`src/rtl/fx_arb.sv`:
```
// fx_arb -- two-master arbiter for the fx register bus (clk_sys domain).
//
// Serialises single-beat read/write transactions from two bus masters onto
// the shared fx_wr / fx_rd strobes. Read data and a one-cycle completion
// pulse go back to the master that won arbitration.
//
// Parameters:
//   RD_LAT      cycles from the fx_rd pulse to valid fx_q (1..15)
//
// Ports:
//   clk_sys     system clock, rising edge
//   rst_n       asynchronous active-low reset
//   mN_req      master N request level, held until mN_ack
//   mN_wr       master N direction (1 = write, 0 = read)
//   mN_addr     master N address (22 bits)
//   mN_wdata    master N write data (8 bits)
//   mN_ack      master N completion pulse (one cycle)
//   mN_rdata    master N read data, valid with mN_ack and held afterwards
//   fx_wr       bus write strobe (one cycle)
//   fx_waddr    bus write address, holds between transactions
//   fx_data     bus write data, holds between transactions
//   fx_rd       bus read strobe (one cycle)
//   fx_raddr    bus read address, holds between transactions
//   fx_q        OR-combined slave read data
//
// Build option:
//   FX_ARB_RR_EN  defined   -> round-robin on ties (winner alternates)
//                 undefined -> fixed priority, master 0 wins every tie
module fx_arb #(
  parameter int unsigned RD_LAT = 2
) (
  input  logic        clk_sys,
  input  logic        rst_n,
  input  logic        m0_req,
  input  logic        m0_wr,
  input  logic [21:0] m0_addr,
  input  logic [7:0]  m0_wdata,
  output logic        m0_ack,
  output logic [7:0]  m0_rdata,
  input  logic        m1_req,
  input  logic        m1_wr,
  input  logic [21:0] m1_addr,
  input  logic [7:0]  m1_wdata,
  output logic        m1_ack,
  output logic [7:0]  m1_rdata,
  output logic        fx_wr,
  output logic [21:0] fx_waddr,
  output logic [7:0]  fx_data,
  output logic        fx_rd,
  output logic [21:0] fx_raddr,
  input  logic [7:0]  fx_q
);

  typedef enum logic [1:0] {IDLE, ISSUE, WAIT, ACK} state_t;

  state_t      state, state_d;
  logic [3:0]  cnt;
  logic        cur_wr;    // direction of the transaction in flight
  logic        cur_sel;   // master that owns the transaction in flight
  logic        last;      // most recent winner
  logic        tie_sel;
  logic        grant_sel;
  logic        grant_wr;
  logic [21:0] grant_addr;
  logic [7:0]  grant_wdata;
  logic        load;
  logic        capture;

`ifdef FX_ARB_RR_EN
  // On a tie, hand the bus to whoever did not win last time.
  assign tie_sel = ~last;
`else
  // Fixed priority: master 0 always wins; last is tracked for debug only.
  assign tie_sel = 1'b0;
  logic unused_last;
  assign unused_last = last;
`endif

  always_comb begin
    grant_sel = m1_req;
    if (m0_req && m1_req) grant_sel = tie_sel;
  end

  assign grant_wr    = grant_sel ? m1_wr    : m0_wr;
  assign grant_addr  = grant_sel ? m1_addr  : m0_addr;
  assign grant_wdata = grant_sel ? m1_wdata : m0_wdata;

  // NOTE: sequential state is updated with <= so every flop samples the
  // pre-edge values, independent of the order the blocks are evaluated.
  always_ff @(posedge clk_sys or negedge rst_n) begin
    if (!rst_n) state <= IDLE;
    else        state <= state_d;
  end

  // NOTE: every signal written here gets a default first, so no path
  // through the case leaves one unassigned and no latch is inferred.
  always_comb begin
    state_d = state;
    load    = 1'b0;
    capture = 1'b0;
    fx_wr   = 1'b0;
    fx_rd   = 1'b0;
    m0_ack  = 1'b0;
    m1_ack  = 1'b0;
    unique case (state)
      IDLE: begin
        if (m0_req || m1_req) begin
          load    = 1'b1;
          state_d = ISSUE;
        end
      end
      ISSUE: begin
        fx_wr   = cur_wr;
        fx_rd   = ~cur_wr;
        state_d = cur_wr ? ACK : WAIT;
      end
      WAIT: begin
        // Counter was loaded with RD_LAT, so this is the last wait cycle.
        if (cnt == 4'd1) begin
          capture = 1'b1;
          state_d = ACK;
        end
      end
      ACK: begin
        m0_ack  = ~cur_sel;
        m1_ack  = cur_sel;
        state_d = IDLE;
      end
      default: state_d = IDLE;
    endcase
  end

  // Winner's request is latched straight into the bus address/data
  // registers, which then hold until the next transaction of that kind.
  always_ff @(posedge clk_sys or negedge rst_n) begin
    if (!rst_n) begin
      cur_wr   <= 1'b0;
      cur_sel  <= 1'b0;
      last     <= 1'b1;
      cnt      <= 4'd0;
      fx_waddr <= '0;
      fx_data  <= '0;
      fx_raddr <= '0;
      m0_rdata <= '0;
      m1_rdata <= '0;
    end else begin
      if (load) begin
        cur_wr  <= grant_wr;
        cur_sel <= grant_sel;
        last    <= grant_sel;
        if (grant_wr) begin
          fx_waddr <= grant_addr;
          fx_data  <= grant_wdata;
        end else begin
          fx_raddr <= grant_addr;
        end
      end

      if (state == ISSUE && !cur_wr) cnt <= 4'(RD_LAT);
      else if (state == WAIT)        cnt <= cnt - 4'd1;

      if (capture) begin
        if (cur_sel) m1_rdata <= fx_q;
        else         m0_rdata <= fx_q;
      end
    end
  end

endmodule
```
`config.mk`:
```
export PLATFORM = sky130hd
export DESIGN_NAME = fx_arb
export DESIGN_NICKNAME = d
export VERILOG_FILES = /design/src/rtl/fx_arb.sv
export SDC_FILE = /design/constraint.sdc
export NUM_CORES = 1
export LEC_CHECK = 0
export CAP_MARGIN = 15
export CORE_AREA = 2 2 90 92
export DETAILED_ROUTE_END_ITERATION = 8
export DIE_AREA = 0 0 92 94
export PLACE_DENSITY = 0.84
export RECOVER_POWER = 100
export SYNTH_ARGS = -nofsm -noshare
export SYNTH_HDL_FRONTEND = slang
export SYNTH_SLANG_ARGS = --single-unit
```
`constraint.sdc`:
```
create_clock -name clk_sys -period 4 [get_ports clk_sys]
set_input_delay 0.8 -clock clk_sys [delete_from_list [all_inputs] [get_ports clk_sys]]
set_output_delay 0.8 -clock clk_sys [all_outputs]
set_load 0.01 [all_outputs]
```
==> results of run 1 <==
## synthesized netlist by cell type (3+ instances only)
master	instances	area, um2
sky130_fd_sc_hd__a21oi_1	4	20.0
sky130_fd_sc_hd__buf_2	6	30.0
sky130_fd_sc_hd__dfrtp_1	76	1900
sky130_fd_sc_hd__ha_1	7	87.6
sky130_fd_sc_hd__inv_1	5	18.8
sky130_fd_sc_hd__mux2_2	98	1100
sky130_fd_sc_hd__nand2_1	4	15.0
sky130_fd_sc_hd__nor2_1	5	18.8
sky130_fd_sc_hd__nor2b_1	3	18.8
## registers in the layout, summed over array words and instances, names as in the netlist
| signal | count |
|---|---|
| state | 2 |
| m0_rdata | 8 |
| fx_raddr | 22 |
| cnt | 4 |
| cur_wr | 1 |
| m1_rdata | 8 |
| fx_data | 8 |
| cur_sel | 1 |
| fx_waddr | 22 |
## final cells by class
cell class	count	area (um2)	share of cell area
repair buffers	147	1460	0.282
well taps	102	128	0.0246
multi-input cells	142	1450	0.279
flip-flops and latches	76	1900	0.367
inverters	5	18.8	0.00362
clock buffers	9	124	0.0239
clock inverters	7	100	0.0193
## routing by layer
metal | up-vias | global-route usage | part of all wire
li1 | 1126 | - | -
met1 | 1158 | 0.238 | 0.43
met3 | 6 | 0.0570 | 0.063
met4 | 0 | 0.0560 | 0.010
met2 | 83 | 0.328 | 0.50
met5 | - | 0 | 0
## power groups by stage
stage / logic (mW) / clock network, mW / registers [mW]
after floorplan: 0.609 / 0 / 1.50
after global placement: 1.65 / 0 / 1.35
after detailed placement: 1.69 / 0 / 1.37
after CTS: 1.70 / 0.668 / 1.36
after global routing: 1.66 / 0.707 / 1.39
final: 1.53 / 0.655 / 1.33
## cell families (layout without fill, tap and decap cells)
group / after synthesis / in the layout
muxes: 99 / 99
and+or+nand+nor: 23 / 23
DFF: 76 / 76
adders and majority gates: 7 / 7
xor gates and xnor gates: 3 / 3
AOI/OAI and AO/OA: 10 / 10
buffers and inverters: 14 / 168
## how the worst max path moves through the flow
stage	from	to	slack, ns	cells past startpoint
3_5_place_dp	m0_req	fx_waddr[13]	0.97	5
3_3_place_gp	m0_req	fx_waddr[1]	0.99	4
6_report	m0_req	fx_raddr[5]	0.82	4
4_1_cts	state[1]	fx_rd	1.18	4
2_1_floorplan	m1_req	fx_waddr[10]	2.10	4
5_1_grt	m0_req	fx_raddr[5]	0.64	4
## cell usage in the layout, fill, tap and decap left out, types with 2 or more instances in the layout
cell type / count
sky130_fd_sc_hd__clkinv_4: 3
sky130_fd_sc_hd__mux2_2: 86
sky130_fd_sc_hd__ha_1: 7
sky130_fd_sc_hd__mux2_1: 13
sky130_fd_sc_hd__dlygate4sd3_1: 73
sky130_fd_sc_hd__bufinv_16: 2
sky130_fd_sc_hd__clkdlybuf4s50_1: 71
sky130_fd_sc_hd__a21oi_1: 4
sky130_fd_sc_hd__nor2b_1: 2
sky130_fd_sc_hd__inv_1: 5
sky130_fd_sc_hd__nand2_1: 4
sky130_fd_sc_hd__nor3b_1: 2
sky130_fd_sc_hd__xnor2_1: 2
sky130_fd_sc_hd__dfrtp_1: 76
sky130_fd_sc_hd__nor2_1: 5
sky130_fd_sc_hd__o21ai_0: 2
sky130_fd_sc_hd__buf_4: 2
sky130_fd_sc_hd__and2_1: 2
sky130_fd_sc_hd__nand2b_1: 2
sky130_fd_sc_hd__clkbuf_8: 9
==> metrics.txt, run 1 <==
# TYPE chip_impl_metric gauge
chip_impl_info{name="run_status",value="complete, but fails checks"} 1
chip_impl_info{name="failing_checks",value="capacitance limit, slew limit"} 1
chip_impl_metric{name="postCtsSetupBuffers",unit=""} 0
chip_impl_metric{name="slowest_delay",unit="ns"} 1.19
chip_impl_metric{name="worst-path-buf-inv",unit=""} 1
chip_impl_metric{name="route.vias.total",unit=""} 2373
chip_impl_metric{name="area_delta_synth_final",unit="%"} 51.8
chip_impl_metric{name="antenna_found_initial",unit=""} 0
chip_impl_metric{name="finalHoldViolations",unit=""} 0
chip_impl_metric{name="final_cells",unit=""} 488
chip_impl_metric{name="syn_area_per_cell",unit="um2"} 14.7
chip_impl_metric{name="final_area",unit="um2"} 5180
chip_impl_metric{name="worst-path-max-fanout",unit=""} 30
chip_impl_info{name="worst_r2r_endpoint",value="m0_rdata[6]"} 1
chip_impl_metric{name="synthCells",unit=""} 232
chip_impl_metric{name="yosys.area_share.xor_xnor",unit=""} 0.00770
chip_impl_metric{name="place_congestion",unit=""} 0.753
chip_impl_metric{name="number_of_buffers_inserted_for_hold_repair_after_clock_tree_synthesis",unit=""} 0
chip_impl_metric{name="floorplan.rows",unit=""} 32
chip_impl_metric{name="setup_ws",unit="ns"} 0.817
chip_impl_info{name="ctsRootBufferMaster",value="sky130_fd_sc_hd__clkbuf_8"} 1
chip_impl_metric{name="p_int",unit="mW"} 2.41
chip_impl_metric{name="globalRouteTotalUtil",unit=""} 0.192
chip_impl_metric{name="min_period",unit="ns"} 3.18
chip_impl_metric{name="crit_required",unit="ns"} 4.22
chip_impl_metric{name="part_of_the_yosys_area_used_for_sequential_elements",unit=""} 0.557
chip_impl_metric{name="drt-pass1-iter-count",unit=""} 4
chip_impl_metric{name="switching_power",unit="mW"} 1.11
chip_impl_metric{name="total_negative_setup_slack",unit="ns"} 0
chip_impl_metric{name="worst_slew_pin_tran",unit="ns"} 1.88
chip_impl_metric{name="finalHoldWorstSlack",unit="ns"} 0.504
chip_impl_metric{name="top_level_ports",unit=""} 146
chip_impl_metric{name="syn_nets",unit=""} 313
chip_impl_metric{name="postLayoutCoreUtil",unit=""} 0.681
chip_impl_metric{name="synthMuxAreaShare",unit=""} 0.327
chip_impl_metric{name="final_max_slew_viol_count",unit=""} 108
chip_impl_metric{name="p_per_area",unit="nW/um2"} 679
chip_impl_info{name="crit_path_cell_trace",value="dlygate4sd3_1 -> nor2b_2 -> mux2_1 -> mux2_1"} 1
chip_impl_info{name="hp-class",value="flip-flop to flip-flop"} 1
chip_impl_metric{name="slew_headroom",unit=""} -0.254
chip_impl_metric{name="dp.final_hpwl",unit="um"} 5700
chip_impl_metric{name="global_route.overflow_total",unit=""} 0
chip_impl_metric{name="nets",unit=""} 462
chip_impl_metric{name="number_of_cts_inserted_buffers",unit=""} 9
chip_impl_info{name="cp_top_family",value="simple AND/OR/NAND/NOR gates"} 1
chip_impl_info{name="worstSetupStartpointType",value="input pin"} 1
chip_impl_metric{name="first_global_vias",unit=""} 2481
chip_impl_metric{name="power.combinational.fraction",unit=""} 0.435
chip_impl_metric{name="drt_iter0_markers",unit=""} 61
chip_impl_info{name="cp-end-kind",value="flip-flop"} 1
chip_impl_metric{name="synth-compound-area-share",unit=""} 0.0198
chip_impl_metric{name="power_leakage",unit="nW"} 2.20
chip_impl_info{name="combinational_family_with_the_most_area_after_synthesis",value="multiplexers"} 1
chip_impl_metric{name="totalPowerFinal",unit="mW"} 3.52
chip_impl_metric{name="max-vdd-ir-drop",unit="uV"} 420
chip_impl_metric{name="core_region_area",unit="um2"} 7610
chip_impl_metric{name="netlist-cell-type-count",unit=""} 28
chip_impl_metric{name="timing.final.crit_share",unit=""} 0.796
chip_impl_metric{name="placed_area",unit="um2"} 4980
chip_impl_metric{name="r2r_cells",unit=""} 5
chip_impl_metric{name="die_width",unit="um"} 92
chip_impl_metric{name="wire_length_of_the_first_global_routing_pass",unit="um"} 12800
chip_impl_metric{name="cts_buffer_depth",unit=""} 2
chip_impl_metric{name="share_of_final_layout_standard_cells_stronger_than_drive_strength_1",unit=""} 0.280
chip_impl_info{name="crit_slowest_cell",value="sky130_fd_sc_hd__nor2b_2"} 1
chip_impl_metric{name="synthesis.area",unit="um2"} 3410
chip_impl_metric{name="ys.warnings.count",unit=""} 0
chip_impl_metric{name="drc",unit=""} 0
chip_impl_metric{name="dp_cells",unit=""} 472
chip_impl_metric{name="setup.reg_to_reg.worst_slack",unit="ns"} 1.41
chip_impl_info{name="critPathMostFrequentCell",value="sky130_fd_sc_hd__mux2_1"} 1
chip_impl_metric{name="postRouteAntennaNets",unit=""} 0
chip_impl_metric{name="via_to_cell_ratio",unit=""} 4.86
chip_impl_metric{name="maxClockFrequency",unit="MHz"} 314
chip_impl_metric{name="finalSetupViolations",unit=""} 0
chip_impl_metric{name="timing.hold.worst_path_depth",unit=""} 1
chip_impl_metric{name="cts_resized",unit=""} 0
chip_impl_metric{name="synth_enable_flop_cells",unit=""} 0
chip_impl_metric{name="worst_skew_pair.late_latency",unit="ns"} 0.34
chip_impl_info{name="r2r-start",value="cnt[1]"} 1
chip_impl_metric{name="synth-adder-area-share",unit=""} 0.0257
chip_impl_metric{name="power.share.clock",unit=""} 0.186
chip_impl_metric{name="antenna_cells_inserted",unit=""} 0
chip_impl_info{name="clock_tree_from_tritoncts",value="done"} 1
chip_impl_metric{name="place.port_buffers",unit=""} 145
chip_impl_metric{name="chipHeight",unit="um"} 94
chip_impl_metric{name="design.die.area",unit="um2"} 8650
chip_impl_metric{name="place_ws",unit="ns"} 0.967
chip_impl_metric{name="maxCapViolCount",unit=""} 2
chip_impl_metric{name="synthSimpleGateAreaFrac",unit=""} 0.0411
chip_impl_metric{name="synth-async-reset-ratio",unit=""} 1.00
chip_impl_metric{name="wire_per_inst",unit="um"} 16.3
chip_impl_metric{name="grt_max_degree",unit=""} 77
chip_impl_metric{name="layout.filler_cells",unit=""} 571
chip_impl_metric{name="fin_worst_skew",unit="ns"} 0.00800
chip_impl_metric{name="finalWirelength",unit="um"} 7960
chip_impl_metric{name="timing.critical_path.arrival",unit="ns"} 3.40
chip_impl_info{name="hold-path-endpoint",value="fx_data[7]"} 1
chip_impl_info{name="timing.hold.worst.start",value="fx_data[7]"} 1
chip_impl_info{name="worst-setup-path-type",value="input pin to flip-flop"} 1
chip_impl_metric{name="cts.sink_count",unit=""} 76
chip_impl_metric{name="floorplan.initialDensity",unit=""} 0.449
chip_impl_metric{name="pwr-share-seq",unit=""} 0.379
chip_impl_metric{name="power.share.switching",unit=""} 0.315
chip_impl_info{name="postSynth.topFlopCell",value="sky130_fd_sc_hd__dfrtp_1"} 1
chip_impl_metric{name="h_tree_depth",unit=""} 3
chip_impl_metric{name="postSynthRegisterBits",unit=""} 76
chip_impl_info{name="setup_repair_after_global_routing_missed_its_margin",value="no"} 1
chip_impl_metric{name="clkSlewWorstSetupHoldPaths",unit="ns"} 0.09
Power figures use the tool's default switching activity.
==> run 2, diff against run 1 <==
--- a/config.mk
+++ b/config.mk
@@ -6,10 +6,10 @@
 export NUM_CORES = 1
 export LEC_CHECK = 0
 export CAP_MARGIN = 15
-export CORE_AREA = 2 2 90 92
+export CORE_AREA = 2 2 94 96
 export DETAILED_ROUTE_END_ITERATION = 8
-export DIE_AREA = 0 0 92 94
-export PLACE_DENSITY = 0.84
+export DIE_AREA = 0 0 96 98
+export PLACE_DENSITY = 0.78
 export RECOVER_POWER = 100
 export SYNTH_ARGS = -nofsm -noshare
 export SYNTH_HDL_FRONTEND = slang
==> constraint.sdc (replaced) <==
create_clock -name clk_sys -period 3.2 [get_ports clk_sys]
set_input_delay 0.64 -clock clk_sys [delete_from_list [all_inputs] [get_ports clk_sys]]
set_output_delay 0.64 -clock clk_sys [all_outputs]
set_load 0.01 [all_outputs]
==> metrics.txt, run 2 (same netlist as run 1, synthesis figures left out) <==
# TYPE chip_impl_metric gauge
chip_impl_info{name="crit_slowest_cell",value="sky130_fd_sc_hd__dlygate4sd3_1"} 1
chip_impl_metric{name="finalSetupViolations",unit=""} 0
chip_impl_metric{name="multiInputGateArea",unit="um2"} 1450
chip_impl_info{name="cp_top_family",value="buffers and inverters"} 1
chip_impl_info{name="worstSetupStartpointType",value="input pin"} 1
chip_impl_metric{name="slew_headroom",unit=""} -0.256
chip_impl_metric{name="cts_buffer_depth",unit=""} 2
chip_impl_metric{name="area_delta_synth_final",unit="%"} 52.3
chip_impl_info{name="cp-end-kind",value="flip-flop"} 1
chip_impl_metric{name="cts_resized",unit=""} 0
chip_impl_metric{name="cts.sink_count",unit=""} 76
chip_impl_metric{name="floorplan.rows",unit=""} 34
chip_impl_metric{name="die_width",unit="um"} 96
chip_impl_metric{name="global_route.overflow_total",unit=""} 0
chip_impl_metric{name="maxClockFrequency",unit="MHz"} 349
chip_impl_info{name="setup_repair_after_global_routing_missed_its_margin",value="no"} 1
chip_impl_metric{name="number_of_buffers_inserted_for_hold_repair_after_clock_tree_synthesis",unit=""} 0
chip_impl_metric{name="top_level_ports",unit=""} 146
chip_impl_metric{name="worst-path-buf-inv",unit=""} 2
chip_impl_info{name="critPathMostFrequentCell",value="sky130_fd_sc_hd__mux2_2"} 1
chip_impl_metric{name="drt_iter0_markers",unit=""} 51
chip_impl_metric{name="maxCapViolCount",unit=""} 1
chip_impl_metric{name="finalWirelength",unit="um"} 7970
chip_impl_metric{name="globalRouteTotalUtil",unit=""} 0.177
chip_impl_metric{name="chipHeight",unit="um"} 98
chip_impl_metric{name="drc",unit=""} 0
chip_impl_metric{name="wire_length_of_the_first_global_routing_pass",unit="um"} 12800
chip_impl_info{name="layout.cells.most_common_list",value="sky130_fd_sc_hd__mux2_2, sky130_fd_sc_hd__dfrtp_1, sky130_fd_sc_hd__dlygate4sd3_1, sky130_fd_sc_hd__clkdlybuf4s50_1, sky130_fd_sc_hd__clkbuf_8"} 1
chip_impl_info{name="run_status",value="complete, but fails checks"} 1
chip_impl_metric{name="layout.filler_cells",unit=""} 686
chip_impl_metric{name="first_global_vias",unit=""} 2532
chip_impl_metric{name="power_leakage",unit="nW"} 2.21
chip_impl_metric{name="place.port_buffers",unit=""} 145
chip_impl_metric{name="nets",unit=""} 464
chip_impl_info{name="hp-class",value="flip-flop to flip-flop"} 1
chip_impl_metric{name="crit_required",unit="ns"} 3.42
chip_impl_metric{name="floorplan.initialDensity",unit=""} 0.403
chip_impl_metric{name="place_congestion",unit=""} 0.727
chip_impl_metric{name="slowest_delay",unit="ns"} 0.67
chip_impl_metric{name="worst_slew_pin_tran",unit="ns"} 1.88
chip_impl_metric{name="min_period",unit="ns"} 2.87
chip_impl_metric{name="antenna_cells_inserted",unit=""} 0
chip_impl_metric{name="antenna_found_initial",unit=""} 0
chip_impl_metric{name="timing.final.crit_share",unit=""} 0.896
chip_impl_metric{name="grt_max_degree",unit=""} 77
chip_impl_metric{name="number_of_cts_inserted_buffers",unit=""} 9
chip_impl_metric{name="drt-pass1-iter-count",unit=""} 3
chip_impl_metric{name="wire_per_inst",unit="um"} 16.1
chip_impl_metric{name="route.vias.total",unit=""} 2425
chip_impl_metric{name="postCtsSetupBuffers",unit=""} 0
chip_impl_metric{name="via_to_cell_ratio",unit=""} 4.89
chip_impl_metric{name="design.die.area",unit="um2"} 9410
chip_impl_metric{name="fin_worst_skew",unit="ns"} 0.00768
chip_impl_info{name="ctsRootBufferMaster",value="sky130_fd_sc_hd__clkbuf_8"} 1
chip_impl_metric{name="finalHoldViolations",unit=""} 0
chip_impl_metric{name="worst-path-max-fanout",unit=""} 12
chip_impl_metric{name="postRouteAntennaNets",unit=""} 0
chip_impl_metric{name="h_tree_depth",unit=""} 3
chip_impl_info{name="worst-setup-path-type",value="input pin to flip-flop"} 1
chip_impl_metric{name="regArea",unit="um2"} 1900
chip_impl_metric{name="total_negative_setup_slack",unit="ns"} 0
chip_impl_info{name="crit_path_cell_trace",value="dlygate4sd3_1 -> nor2b_2 -> clkbuf_1 -> mux2_2 -> mux2_2"} 1
chip_impl_metric{name="timing.critical_path.arrival",unit="ns"} 3.09
chip_impl_metric{name="worst_skew_pair.late_latency",unit="ns"} 0.33
chip_impl_metric{name="dp.final_hpwl",unit="um"} 5740
chip_impl_metric{name="max-vdd-ir-drop",unit="uV"} 429
chip_impl_metric{name="dp_cells",unit=""} 480
chip_impl_metric{name="share_of_final_layout_standard_cells_stronger_than_drive_strength_1",unit=""} 0.307
chip_impl_metric{name="clkSlewWorstSetupHoldPaths",unit="ns"} 0.08
chip_impl_metric{name="final_cells",unit=""} 496
chip_impl_info{name="failing_checks",value="capacitance limit, slew limit"} 1
chip_impl_metric{name="core_region_area",unit="um2"} 8470
chip_impl_info{name="top_registers",value="fx_raddr (22), fx_waddr (22)"} 1
chip_impl_info{name="clock_tree_from_tritoncts",value="done"} 1
chip_impl_info{name="final_common_cell",value="sky130_fd_sc_hd__mux2_2"} 1
chip_impl_metric{name="final_max_slew_viol_count",unit=""} 77
chip_impl_metric{name="p_per_area",unit="nW/um2"} 845
-- run 2: cell count changes in the layout (fill, tap and decap cells not counted), sizes merged --
cell	delta
inv	-1
clkbuf	+3
-- run 2: path summary, 6_finish.rpt --
kind | start | endpoint | slack (ns) | depth (start not counted)
max reg2reg | cnt[1] | m0_rdata[4] | 0.62 | 5
min | m1_rdata[5] | m1_rdata[5] | 0.50 | 1
max in group asynchronous | rst_n | m1_rdata[5] | 1.26 | 1
min reg2reg | m1_rdata[5] | m1_rdata[5] | 0.50 | 1
max | m0_req | fx_waddr[4] | 0.33 | 5
min in group asynchronous | rst_n | fx_waddr[19] | 0.79 | 1
-- run 2: layer usage --
metal	vias up	track usage	share of wire
met5	-	0	0
met4	0	0.0648	0.018
met3	8	0.0502	0.072
met2	82	0.301	0.51
met1	1200	0.211	0.41
li1	1135	-	-
-- run 2: layout make-up --
type                            instances  area share
Inverter                                5     0.00361
Tap cell                              108      0.0260
Clock inverter                          6      0.0168
Multi-Input combinational cell        142       0.278
Clock buffer                           10      0.0265
Sequential cell                        76       0.366
Timing Repair Buffer                  149       0.283
-- run 2: metrics by stage --
step	cell area [um2]	worst slack, ns	util	total power, mW	hold WS, ns
after floorplan	3410	1.34	-	2.64	0.344
after global placement	5000	0.499	0.591	3.76	0.489
after detailed placement	5000	0.451	0.591	3.82	0.492
after CTS	5230	0.460	0.617	4.66	0.484
after global routing	5200	0.223	0.614	4.70	0.516
final	5200	0.332	0.614	4.39	0.500
-- run 2: power breakdown --
group	internal [mW]	switching, mW	leakage (nW)
clock	0.461	0.351	0.116
sequential	1.43	0.247	0.914
combinational	1.15	0.763	1.18
